[config.mk]
export PLATFORM = sky130hd
export DESIGN_NAME = interrupt_sequencer
export DESIGN_NICKNAME = d
export VERILOG_FILES = /design/src/rtl/interrupt_sequencer.sv
export SDC_FILE = /design/constraint.sdc
export NUM_CORES = 1
export LEC_CHECK = 0
export ABC_AREA = 1
export BUFFER_PORTS_ARGS = -buffer_cell sky130_fd_sc_hd__buf_2
export CORE_MARGIN = 1.5
export CORE_UTILIZATION = 31
export CTS_CLUSTER_DIAMETER = 80
export DETAILED_ROUTE_END_ITERATION = 6
export GPL_TIMING_DRIVEN = 0
export HOLD_SLACK_MARGIN = 0.05
export PLACE_DENSITY = 0.64
export SLEW_MARGIN = 20
export SYNTH_ARGS = -nofsm -noshare
export SYNTH_HDL_FRONTEND = slang
export SYNTH_SLANG_ARGS = --single-unit
[constraint.sdc]
create_clock -name CLK -period 1.1 [get_ports CLK]
set_input_delay 0.11 -clock CLK [delete_from_list [all_inputs] [get_ports CLK]]
set_output_delay 0.11 -clock CLK [all_outputs]
set_load 0.02 [all_outputs]
[src/rtl/interrupt_sequencer.sv]
// Seven-cycle BRK/IRQ/NMI/RESET entry sequencer: pushes PCH/PCL/PSR to the stack page,
// then fetches the selected vector into PCL/PCH while holding control away from the decoder.
module interrupt_sequencer #(
    parameter logic [7:0] VEC_NMI    = 8'hFA,
    parameter logic [7:0] VEC_RES    = 8'hFC,
    parameter logic [7:0] VEC_IRQ    = 8'hFE,
    parameter logic [7:0] STACK_PAGE = 8'h01
) (
    input  logic       CLK,
    input  logic       RST,
    input  logic       SYNC,
    input  logic       BRK_REQ,
    input  logic       IRQ_N,
    input  logic       NMI_N,
    input  logic       I_FLAG,
    output logic       BUSY,
    output logic       RW,
    output logic [7:0] ADH_OUT,
    output logic [7:0] ADL_VEC,
    output logic       S_ADL_BUS_ENABLE,
    output logic       S_DEC,
    output logic       PCH_DB_ENABLE,
    output logic       PCL_DB_ENABLE,
    output logic       PSR_BUS_ENABLE,
    output logic       B_OUT,
    output logic       PCL_LOAD_DB,
    output logic       PCH_LOAD_DB,
    output logic       I_SET,
    output logic       NMI_ACK,
    output logic [2:0] DBG_STATE
);

    typedef enum logic [2:0] {
        S_IDLE = 3'd0,
        S_T1   = 3'd1,
        S_T2   = 3'd2,
        S_T3   = 3'd3,
        S_T4   = 3'd4,
        S_T5   = 3'd5,
        S_T6   = 3'd6
    } state_t;

    typedef enum logic [1:0] {
        K_RESET = 2'd0,
        K_BRK   = 2'd1,
        K_IRQ   = 2'd2,
        K_NMI   = 2'd3
    } kind_t;

    state_t state_q, state_d;
    kind_t  kind_q, kind_d;
    logic   take_nmi_q, take_nmi_d;
    logic   nmi_q;
    logic   nmi_pend_q, nmi_pend_d;
    logic   nmi_fall;
    logic   nmi_consume;
    logic   stack_cyc;
    logic   push_en;
    logic [7:0] vec_base;

    always_ff @(posedge CLK) begin
        if (RST) begin
            state_q    <= S_T1;
            kind_q     <= K_RESET;
            take_nmi_q <= 1'b0;
            nmi_q      <= 1'b1;
            nmi_pend_q <= 1'b0;
        end else begin
            state_q    <= state_d;
            kind_q     <= kind_d;
            take_nmi_q <= take_nmi_d;
            nmi_q      <= NMI_N;
            nmi_pend_q <= nmi_pend_d;
        end
    end

    // A new falling edge in the consuming cycle survives the clear, so it is taken later.
    assign nmi_fall    = nmi_q & ~NMI_N;
    assign nmi_consume = (state_q == S_T5) && take_nmi_q;
    assign nmi_pend_d  = (nmi_pend_q & ~nmi_consume) | nmi_fall;

    always_comb begin
        state_d    = state_q;
        kind_d     = kind_q;
        take_nmi_d = take_nmi_q;
        unique case (state_q)
            S_IDLE: begin
                if (SYNC) begin
                    take_nmi_d = 1'b0;
                    if (nmi_pend_q) begin
                        state_d = S_T1;
                        kind_d  = K_NMI;
                    end else if (!IRQ_N && !I_FLAG) begin
                        state_d = S_T1;
                        kind_d  = K_IRQ;
                    end else if (BRK_REQ) begin
                        state_d = S_T1;
                        kind_d  = K_BRK;
                    end
                end
            end
            S_T1: state_d = S_T2;
            S_T2: state_d = S_T3;
            S_T3: state_d = S_T4;
            S_T4: begin
                state_d    = S_T5;
                // Vector is latched here; a pending NMI hijacks an IRQ/BRK sequence.
                take_nmi_d = (kind_q != K_RESET) && (nmi_pend_q || nmi_fall);
            end
            S_T5: state_d = S_T6;
            S_T6: state_d = S_IDLE;
            default: state_d = S_IDLE;
        endcase
    end

    assign stack_cyc = (state_q == S_T2) || (state_q == S_T3) || (state_q == S_T4);
    assign push_en   = kind_q != K_RESET;
    assign vec_base  = (kind_q == K_RESET) ? VEC_RES : (take_nmi_q ? VEC_NMI : VEC_IRQ);

    always_comb begin
        BUSY             = (state_q != S_IDLE);
        RW               = 1'b1;
        ADH_OUT          = 8'h00;
        ADL_VEC          = 8'h00;
        S_ADL_BUS_ENABLE = 1'b0;
        S_DEC            = 1'b0;
        PCH_DB_ENABLE    = 1'b0;
        PCL_DB_ENABLE    = 1'b0;
        PSR_BUS_ENABLE   = 1'b0;
        B_OUT            = (state_q != S_IDLE) && (kind_q == K_BRK);
        PCL_LOAD_DB      = 1'b0;
        PCH_LOAD_DB      = 1'b0;
        I_SET            = 1'b0;
        NMI_ACK          = 1'b0;
        if (stack_cyc) begin
            ADH_OUT          = STACK_PAGE;
            S_ADL_BUS_ENABLE = 1'b1;
            S_DEC            = 1'b1;
            RW               = ~push_en;
            PCH_DB_ENABLE    = push_en && (state_q == S_T2);
            PCL_DB_ENABLE    = push_en && (state_q == S_T3);
            PSR_BUS_ENABLE   = push_en && (state_q == S_T4);
        end
        if (state_q == S_T5) begin
            ADH_OUT     = 8'hFF;
            ADL_VEC     = vec_base;
            PCL_LOAD_DB = 1'b1;
            I_SET       = 1'b1;
            NMI_ACK     = take_nmi_q;
        end
        if (state_q == S_T6) begin
            ADH_OUT     = 8'hFF;
            ADL_VEC     = vec_base + 8'd1;
            PCH_LOAD_DB = 1'b1;
        end
        // Reset takes the datapath immediately, before the synchronous state update.
        if (RST) begin
            BUSY             = 1'b1;
            RW               = 1'b1;
            ADH_OUT          = 8'h00;
            ADL_VEC          = 8'h00;
            S_ADL_BUS_ENABLE = 1'b0;
            S_DEC            = 1'b0;
            PCH_DB_ENABLE    = 1'b0;
            PCL_DB_ENABLE    = 1'b0;
            PSR_BUS_ENABLE   = 1'b0;
            B_OUT            = 1'b0;
            PCL_LOAD_DB      = 1'b0;
            PCH_LOAD_DB      = 1'b0;
            I_SET            = 1'b0;
            NMI_ACK          = 1'b0;
        end
    end

    assign DBG_STATE = state_q;

endmodule
==> results.yml <==
synthesis:
  ys_seq_area_share_pct: 26.18
  ys.warnings.count: 0
  synth.distinct_cells: 18
  synthCells: 92
  synthesis.area_um2: 611.8
  synth_fp_nets: 99
  synth-seq-cells: 8
  avgSynthCellArea_um2: 6.650
critical_path:
  critPathCaptureType: "output pin"
  crit_fanout: 6
  worst-setup-path-type: "reg -> out"
  arrival_ns: 1.54
  crit_path_start_kind: "register"
  r2r-end: "take_nmi_q$_SDFFE_PP0P_"
  r2r_start: "DBG_STATE[1]$_SDFFE_PP0P_"
  r2r_cells: 7
  ff2ff_setup_slack_ns: -0.14
  crit_required_ns: 0.99
drt:
  drtAntennaViolNets: 0
  drtIter0Drc: 15
  drc: 0
  firstDrtPassIters: 4
  vias: 765
  avgRoutedWirePerCell_um: 10.73
  routed_wl_um: 1846
  routed_via_density: 4.448
pwr:
  ir_drop_mv: 0.9654
  powerDensity_nw_per_um2: 866.0
  leakage_uw: 0.0005921
sta:
  fin_crit_sh_pct: 150.1
  worstMarginPinSlew_ns: 0.2290
  whs_ns: 0.05735
  rsz0062_at_grt: "true"
  tns_ns: -11.87
  max-slew-margin-rel_pct: 84.59
  setup_slack_ns: -0.5516
  finalHoldViolations: 0
  fin_crit_ns: 1.652
  fin_worst_skew_ns: 0.01111
  fmax_mhz: 605.5
  setup_viol_count_final: 31
  slew_viol_final: 0
global_route:
  grt_max_degree: 11
  use_met2_pct: 34.59
  grt_use_met1_pct: 19.27
  gr-max-usage-layer: "met2"
  grt_overflow_total: 0
  grt_first_pass_wirelength_um: 2863
  grt_pass1_vias: 696
  use_met3_pct: 4.906
  grt_usage_pct: 18.28
  antenna_found_initial: 0
final_layout:
  final_common_cell: "buf_6"
  diodes: 0
  nFillCells: 131
  synthToLayoutAreaGrowth_pct: 97.95
  fin_nets: 155
  final_cell_mix: "buf_6, buf_4, nand2_1"
  drive_above_1_share_pct: 67.35
floorplanning:
  rows: 15
  core_um2: 1783
  dieHeight_um: 47.43
  pin_count: 38
  die_area_um2: 2249
  initial_utilization_pct: 34.32
  fp.dieW_um: 47.43
flow_run:
  drv_cap: 0
clocking:
  clock-sinks: 8
  holdBufCountCts: 0
  clk_latency_ns: 0.26
  htreeDepth: 1
  cts-root-buf: "clkbuf_4"
  max-clock-path-buffers: 2
  numCtsBuffers: 3
  clk_pin_slew_worst_paths_ns: 0.06
  cts_tree: "built"
outcome:
  violations: "setup timing"
  outcome: "finished with violations"
place:
  pre_cts_ws_ns: -0.3631
  hpwlAfterDp_um: 1187
  gp_congestion: 0.8235
  io_buffer_count: 37
worst_hold_path:
  hp-class: "in -> reg"
  hold_path_depth: 3
  holdPathEnd: "nmi_q$_SDFF_PP1_"
  worstHoldStart: "NMI_N"
## through the flow
step                      utilization, %  instances  power, µW  instance area, µm²
after floorplan                        -         92      567.9               626.9
after global placement             47.30        154      651.6               843.3
after detailed placement           47.30        154      655.8               843.3
after CTS                          63.79        168       1026                1137
after global routing               67.93        172       1113                1211
final                              67.93        172       1049                1211
## report_power, final
group / internal [µW] / leakage, µW / switching [µW]
Clock: 139 / 0.0000150 / 107
Sequential: 314 / 0.0000684 / 33.2
Combinational: 211 / 0.000509 / 245
## synth_stat cells (all sizes together)
library cell / n / area (µm²)
buf: 14 / 105.1
nor4: 1 / 6.260
dfxtp: 8 / 160.2
nand3: 5 / 25.02
a21oi: 5 / 25.02
nor2: 18 / 107.6
nand2: 17 / 66.32
nor3: 1 / 5.000
a31oi: 3 / 18.77
and2: 1 / 6.260
clkbuf: 1 / 13.76
inv: 14 / 52.55
o21ai: 4 / 20.01
## registers in the layout, indices dropped and copies added (netlist names)
| register | flops |
|---|---|
| nmi_pend_q | 1 |
| kind_q | 2 |
| take_nmi_q | 1 |
| nmi_q | 1 |
| DBG_STATE | 3 |
## routing by layer
layer | wire [µm] | part of all wire [%]
met5 | 0 | 0
met3 | 96 | 5.2
met4 | 8 | 0.43
met1 | 768 | 42
met2 | 972 | 53
## layout make-up
| type | instances | area [µm²] | share of cell area, % |
|---|---|---|---|
| timing repair inverter | 1 | 7.507 | 0.6198 |
| sequential | 8 | 173.9 | 14.36 |
| clock buffer | 4 | 26.28 | 2.169 |
| multi-input combinational | 55 | 350.3 | 28.93 |
| timing repair buffer | 50 | 407.9 | 33.68 |
| buffer | 15 | 152.6 | 12.60 |
| inverter | 14 | 61.31 | 5.062 |
| tap | 25 | 31.28 | 2.583 |
## worst max-delay path, stage by stage, from the launching register on
cell	delay [ns]
dfxtp_4	0.38
inv_4	0.04
nand2_4	0.06
nor2_4	0.04
inv_2	0.07
nor2_4	0.04
nor2_4	0.15
clkinvlp_4	0.21
buf_6	0.17
buf_6	0.12
## worst max path at each step
| stage | startpoint | slack [ns] | to | depth (start not counted) |
|---|---|---|---|---|
| floorplan | DBG_STATE[1]$_SDFFE_PP0P_ | -0.32 | ADH_OUT[2] | 8 |
| global placement | DBG_STATE[1]$_SDFFE_PP0P_ | -0.34 | ADL_VEC[3] | 9 |
| detailed placement | DBG_STATE[1]$_SDFFE_PP0P_ | -0.36 | ADL_VEC[5] | 9 |
| CTS | DBG_STATE[1]$_SDFFE_PP0P_ | -0.55 | ADL_VEC[5] | 9 |
| global route | DBG_STATE[1]$_SDFFE_PP0P_ | -0.64 | ADL_VEC[6] | 9 |
| finish | DBG_STATE[1]$_SDFFE_PP0P_ | -0.55 | ADL_VEC[6] | 9 |
## cell families (layout without fill, tap and decap cells)
kind of cell	after synthesis	count (layout)	share of synthesized area, %
AOI/OAI and AO/OA	12	12	10.43
buffers and inverters	29	84	28.02
and+or+nand+nor	43	43	35.38
DFF	8	8	26.18
## repair_timing
item,4_1_cts,5_1_grt
pin swaps,6,4
buffers inserted,9,6
cloned,1,0
setup endpoints to repair,28,32
resized for setup,63,11
No activity file was read; power rests on OpenSTA's default activity.
